**src/rtl/coef_host_loader.sv**
```systemverilog
// Byte-stream host front end for the L/R coefficient RAM read/write ports.
// Parses write/read frames, assembles 36-bit words for writes and serialises readback words.
module coef_host_loader (
  input  logic        clock,
  input  logic        reset,
  input  logic [7:0]  rx_data,
  input  logic        rx_valid,
  output logic        rx_ready,
  output logic [7:0]  tx_data,
  output logic        tx_valid,
  input  logic        tx_ready,
  output logic [13:0] addrLrw,
  output logic [35:0] datainLrw,
  output logic        weL,
  input  logic [35:0] dataoutLrw,
  output logic [13:0] addrRrw,
  output logic [35:0] datainRrw,
  output logic        weR,
  input  logic [35:0] dataoutRrw,
  output logic        busy,
  output logic        err
);

  typedef enum logic [3:0] {
    IDLE, A_HI, A_LO, CNT, WR_BYTE, WR_COMMIT, RD_ISSUE, RD_WAIT, RD_SEND
  } stateType;

  stateType    state, nextState;
  logic [13:0] addr;
  logic [7:0]  wordLimit;
  logic [7:0]  wordCnt;
  logic [2:0]  byteIdx;
  logic [35:0] shiftReg;
  logic [39:0] txShift;
  logic        opRead;
  logic        chRight;
  logic        errReg;
  logic        rxAccept;
  logic        lastWord;
  logic        lastByte;
  logic        cmdBad;

  assign rxAccept = rx_valid && rx_ready;
  assign lastWord = (wordCnt == wordLimit);
  assign lastByte = (byteIdx == 3'd4);
  assign cmdBad   = (rx_data[5:0] != 6'd0);

  always_ff @(posedge clock) begin
    if (reset) state <= IDLE;
    else       state <= nextState;
  end

  // Handshake and enable outputs are forced low while reset is high so an aborted frame never strobes.
  always_comb begin
    nextState = state;
    rx_ready  = 1'b0;
    tx_valid  = 1'b0;
    weL       = 1'b0;
    weR       = 1'b0;
    case (state)
      IDLE: begin
        rx_ready = 1'b1;
        if (rx_valid && !cmdBad) nextState = A_HI;
      end
      A_HI: begin
        rx_ready = 1'b1;
        if (rx_valid) nextState = A_LO;
      end
      A_LO: begin
        rx_ready = 1'b1;
        if (rx_valid) nextState = CNT;
      end
      CNT: begin
        rx_ready = 1'b1;
        if (rx_valid) nextState = opRead ? RD_ISSUE : WR_BYTE;
      end
      WR_BYTE: begin
        rx_ready = 1'b1;
        if (rx_valid && lastByte) nextState = WR_COMMIT;
      end
      WR_COMMIT: begin
        weL       = !chRight;
        weR       = chRight;
        nextState = lastWord ? IDLE : WR_BYTE;
      end
      RD_ISSUE: nextState = RD_WAIT;
      RD_WAIT:  nextState = RD_SEND;
      RD_SEND: begin
        tx_valid = 1'b1;
        if (tx_ready && lastByte) nextState = lastWord ? IDLE : RD_ISSUE;
      end
      default: nextState = IDLE;
    endcase
    if (reset) begin
      rx_ready = 1'b0;
      tx_valid = 1'b0;
      weL      = 1'b0;
      weR      = 1'b0;
    end
  end

  // Address only advances on leaving WR_COMMIT or RD_SEND, so it is stable from issue to capture.
  always_ff @(posedge clock) begin
    if (reset) begin
      addr      <= '0;
      wordLimit <= '0;
      wordCnt   <= '0;
      byteIdx   <= '0;
      shiftReg  <= '0;
      txShift   <= '0;
      opRead    <= 1'b0;
      chRight   <= 1'b0;
      errReg    <= 1'b0;
    end else begin
      errReg <= 1'b0;
      case (state)
        IDLE: begin
          if (rxAccept) begin
            if (cmdBad) errReg <= 1'b1;
            else {opRead, chRight} <= rx_data[7:6];
          end
        end
        A_HI: if (rxAccept) addr[13:8] <= rx_data[5:0];
        A_LO: if (rxAccept) addr[7:0] <= rx_data;
        CNT: begin
          if (rxAccept) begin
            wordLimit <= rx_data;
            wordCnt   <= '0;
            byteIdx   <= '0;
          end
        end
        WR_BYTE: begin
          if (rxAccept) begin
            shiftReg <= {shiftReg[27:0], rx_data};
            byteIdx  <= lastByte ? 3'd0 : byteIdx + 3'd1;
          end
        end
        WR_COMMIT: begin
          if (!lastWord) begin
            addr    <= addr + 14'd1;
            wordCnt <= wordCnt + 8'd1;
          end
        end
        RD_WAIT: txShift <= {4'b0000, chRight ? dataoutRrw : dataoutLrw};
        RD_SEND: begin
          if (tx_ready) begin
            txShift <= {txShift[31:0], 8'h00};
            if (lastByte) begin
              byteIdx <= '0;
              if (!lastWord) begin
                addr    <= addr + 14'd1;
                wordCnt <= wordCnt + 8'd1;
              end
            end else begin
              byteIdx <= byteIdx + 3'd1;
            end
          end
        end
        default: ;
      endcase
    end
  end

  assign addrLrw   = addr;
  assign addrRrw   = addr;
  assign datainLrw = shiftReg;
  assign datainRrw = shiftReg;
  assign tx_data   = txShift[39:32];
  assign err       = errReg;
  assign busy      = (state != IDLE) && !reset;

endmodule

```
**config.mk**
```make
export PLATFORM = sky130hd
export DESIGN_NAME = coef_host_loader
export DESIGN_NICKNAME = d
export VERILOG_FILES = /design/src/rtl/coef_host_loader.sv
export SDC_FILE = /design/constraint.sdc
export NUM_CORES = 1
export LEC_CHECK = 0
export CAP_MARGIN = 20
export CORE_MARGIN = 5
export CORE_UTILIZATION = 48
export CTS_BUF_LIST = sky130_fd_sc_hd__clkbuf_4
export CTS_CLUSTER_SIZE = 25
export DETAILED_ROUTE_END_ITERATION = 6
export PLACE_DENSITY = 0.83
export SLEW_MARGIN = 30
export SYNTH_ARGS = -nofsm -noshare
export SYNTH_HDL_FRONTEND = slang
export SYNTH_SLANG_ARGS = --single-unit
```
**constraint.sdc**
```tcl
create_clock -name clock -period 3.1 [get_ports clock]
set_clock_uncertainty 0.15 [all_clocks]
set_input_delay 0.31 -clock clock [delete_from_list [all_inputs] [get_ports clock]]
set_output_delay 0.31 -clock clock [all_outputs]
set_load 0.03 [all_outputs]
```
[Yosys cells after proc, flatten, opt, wreduce, memory -nomap -nowiden]
Index checks and enable logic that the tools add are counted.
W data, S select, Z words.
Operators by class
  reductions and logical operators: 27
  bitwise operators: 3
  add/sub/neg operators: 3
  equal/unequal tests: 22
  multiplexer cells: 39
Operators by type and width (number)
  $pmux W40 S2: 1
  $pmux W8 S3: 2
  $mux W14: 3
  $mux W40: 1
  $mux W8: 5
  $mux W36: 1
  $pmux W4 S9: 1
  $mux W4: 6
  $ne A2 B2 Y1 const B: 12
  $mux W3: 6
  $pmux W6 S3: 1
  $eq A4 B3 Y1 const B: 4
  $reduce_and A4 Y1: 4
  $add A14 B1 Y14 const B: 1
  $reduce_bool A3 Y1: 4
  $mux W1: 9
  $pmux W3 S3: 1
  $add A8 B1 Y8 const B: 1
  $eq A4 B2 Y1 const B: 2
  $eq A8 B8 Y1: 1
  $mux W6: 1
  $reduce_and A2 Y1: 3
  $reduce_and A6 Y1: 1
  $reduce_bool A6 Y1: 1
  other kinds (14): 22
Word-level totals
  output and inout bits: 114
  input port bits: 84
  logic and storage cells: 105
  bits in registers: 116

[Logic depth before layout (Yosys ltp)]
  depth after elaboration: 7
  mapped depth: 9
  mapped depth without buffers: 7

[Worst setup path after synthesis]
OpenSTA, ideal clock, no wires.
  path kind: reg2out
  from: register state[1]
  to: output port tx_valid
  path buffers: 4
  cell stages (with the launch flop): 7
  slack: 0.733 ns
  data required time: 2.640 ns
  arrival time: 1.907 ns
  path through: dfxtp_1 -> buf_6 -> or4b_1 -> buf_6 -> clkbuf_1 -> buf_1 -> nor2_1
On the way
  longest elaborated chain between the ends: 3
Ends and longest elaborated chain
  start: declaration: line 28  | stateType state, nextState;
  start signal: assignment: line 50  | else state <= nextState;
  $eq A4 B4 Y1: line 60  | case (state)
  $mux W1: line 60
  $mux W1: line 94  | if (reset) begin
  end: declaration: line 10  | output logic tx_valid,
Every way passes these cells.

[Final worst setup path]
  from: register state[3]
  to: output port weL
On the way
  longest elaborated chain between the ends: 3
Ends and longest elaborated chain
  $eq A4 B3 Y1: line 60
  $mux W1: line 60
  $mux W1: line 94
  end: declaration: line 14  | output logic weL,
Every way passes these cells.

==> impl_metrics.py <==
metrics = {
    "clock_tree": {
        "tritoncts": "built",
        "cts-root-buf": "clkbuf_4",
        "htreeDepth": 4,
        "clk_pin_slew_ps": 110,
        "cts_sinks": 116,
        "insertion_delay_ps": 530,
        "max-clock-path-buffers": 2,
        "cts-buffers-inserted": 17,
        "post_cts_buffers": 0,
    },
    "status": {
        "violations": "design-rule violations",
        "status": "finished, violations left",
    },
    "drt": {
        "drt-pass1-iter-count": 7,
        "vias_per_cell": 5.468,
        "wl_mm": 16.46,
        "post-route-drc-count": 2,
        "first_iter_violations": 643,
        "vias": 5944,
        "drt.antenna.violating_nets": 0,
        "avgRoutedWirePerCell_um": 15.14,
    },
    "power_and_ir_drop": {
        "power_frac_clock_pct": 41.9,
        "power.density_mw_per_mm2": 377.0,
        "power_frac_comb_pct": 9.5,
        "p_sw_uw": 728.2,
        "ir_drop_mv": 0.2567,
        "leakagePower_uw": 0.002777,
        "intPower_uw": 2367,
        "sw_frac_of_total_pct": 23.53,
        "seqPwrFrac_pct": 48.6,
    },
    "worst_setup_path": {
        "start_kind": "register",
        "worst-setup-path-type": "reg2out",
        "worst_setup_path_end_kind": "primary output",
        "crit_required_ps": 2640,
        "crit_path_max_fanout": 15,
        "critPathArrivalTime_ps": 2400,
    },
    "placed_design": {
        "gp_congestion": 0.9010,
        "placed_area_sq_mm": 0.007858,
        "port-buffer-count": 197,
        "dp_hpwl_mm": 12.15,
    },
    "grt": {
        "track_usage_pct": 21.11,
        "antenna_found_initial": 1,
        "grt_pass1_vias": 5515,
        "grt_pass1_wl_mm": 25.90,
        "grt_max_degree": 58,
        "grt_remaining_overflow": 0,
    },
    "logic_synthesis": {
        "synth-seq-area-share_pct": 37.75,
        "yosys.cell_types.count": 62,
        "async_reset_ff_share_pct": 0,
        "synth-main-ff-cell": "dfxtp_1",
        "yosysWarnings": 0,
        "syn-mean-instance-area_sq_um": 7.926,
        "synthCells": 776,
        "synth_top_cell_by_area": "dfxtp_1",
        "synth_edf_count": 0,
        "synth_seq_cells": 116,
        "synth.area.top_cells": "dfxtp_1 (38%), a21oi_1 (8.0%), buf_4 (7.1%)",
        "syn-num-nets": 864,
        "synth_area_sq_mm": 0.006151,
        "synth_top_area_share_pct": 37.75,
    },
    "final_layout": {
        "syn_to_final_growth_pct": 33.48,
        "fin_nets": 989,
        "drive_gt1_share_pct": 8.425,
        "fin_area_sq_mm": 0.008210,
    },
    "flow_run": {
        "maxCapViolations": 0,
    },
    "sta": {
        "drv_slew": 0,
        "fin_crit_sh_pct": 92.36,
        "hold_viol": 0,
        "layout_min_cycle_time_ps": 2863,
        "worst_pin_slew_ps": 820.1,
        "max_freq_mhz": 349.3,
        "relSlewSlack_pct": 45.07,
        "setup-tns-final_ps": 0,
        "setup_viol": 0,
        "grt_setup_unrepaired": "false",
    },
    "floorplan": {
        "fp-row-count": 41,
        "start_util_pct": 48.94,
        "design.portCount": 198,
        "die_w_um": 123.2,
        "die_h_um": 123.2,
        "die-area_sq_mm": 0.01518,
        "coreArea_sq_mm": 0.01257,
    },
    "hold_path": {
        "hp-class": "in2reg",
    },
}
## through the flow
step | std cells | hold WS, ps | worst slack, ps | util (%) | power, uW
after global routing | 1087 | 292.0 | 45.32 | 65.33 | 3215
after CTS | 1086 | 289.3 | 92.06 | 65.30 | 3113
after floorplan | 776 | 296.0 | 732.6 | - | 1665
final | 1087 | 305.4 | 236.9 | 65.33 | 3095
after global placement | 1053 | 307.8 | 402.1 | 62.52 | 1827
after detailed placement | 1053 | 313.7 | 384.9 | 62.52 | 1831
## cells in the final DEF (no fill, tap or decap), drive strengths merged, types with 7 or more instances in the layout
cell           count
nand3             19
mux2i             34
o31ai             10
mux2               8
a211oi            32
buf               22
o21ai              8
dfxtp            116
clkbuf            17
a22oi             10
nand2            114
nor2             101
nand2b             7
a21oi             98
inv                8
clkdlybuf4s50    195
xnor2              9
## path summary, 6_finish.rpt
path                                    start            end  slack [ps]  cells past startpoint
worst max-delay path                 state[3]            weL         240                      6
worst min-delay path               rx_data[5]   datainLrw[5]         310                      3
worst max register to register       state[2]    addrLrw[10]         660                      5
worst min register to register  datainLrw[35]  datainLrw[35]         320                      2
## cell type report
cell class | instances | area [sq um]
antenna | 1 | 2.502
tap | 172 | 215.2
timing repair buffer | 219 | 2148
inverter | 8 | 30.03
sequential | 116 | 2325
multi-input combinational | 539 | 3149
clock buffer | 17 | 127.6
clock inverter | 15 | 212.7
fill | 1043 | 4358
## cells by family after synthesis
logic type	synth area share, %
compound gates	20.44
xor+xnor	1.282
fa+ha+maj	0.8137
buf+inv	11.37
flops	37.75
mux	6.998
simple gates	21.34
## registers in the layout, indices dropped and copies added (netlist names)
name	count
txShift	40
datainLrw	36
addrLrw	14
wordCnt	8
wordLimit	8
state	4
byteIdx	3
chRight	1
err	1
opRead	1
## synth_stat cells, types with 6 or more instances
master / number
a211oi_1: 32
a21oi_1: 98
a22oi_1: 10
buf_2: 10
buf_4: 58
clkbuf_1: 38
dfxtp_1: 116
inv_1: 8
mux2_2: 8
mux2i_1: 34
nand2_1: 114
nand2b_1: 7
nand3_1: 19
nand4_1: 6
nor2_1: 98
o21ai_0: 8
o311ai_0: 6
o31ai_1: 10
or4_1: 6
xnor2_1: 9
## worst max-delay path, cell delays in order (launching register included)
cell and delay, ps:
dfxtp_1 330, buf_4 190, nor4bb_1 290, buf_4 220, nand2_1 60, nor2_1 100
clkdlybuf4s50_1 690
## per-layer routing
metal / global-route usage (%) / routed length (um) / vias up
met5: 0 / 0 / -
met4: 6.851 / 270 / 0
met3: 5.901 / 1377 / 28
met2: 36.09 / 8170 / 253
met1: 25.64 / 6636 / 2729
li1: - / - / 2934
## power groups by stage
| stage | clock network (uW) | registers, uW | logic [uW] |
|---|---|---|---|
| 3_3_place_gp | 0 | 1540 | 289 |
| 2_1_floorplan | 0 | 1550 | 119 |
| 6_report | 1300 | 1500 | 293 |
| 3_5_place_dp | 0 | 1540 | 292 |
| 4_1_cts | 1310 | 1500 | 294 |
| 5_1_grt | 1400 | 1510 | 314 |
## what timing repair did
item	4_1_cts	5_1_grt
hold buffers	1	0
endpoints found under the hold margin	12	0
endpoints found under the setup margin	1	2
cloned	0	0
gates resized for setup	1	1
Note: power is estimated with default switching activity, not from simulation.
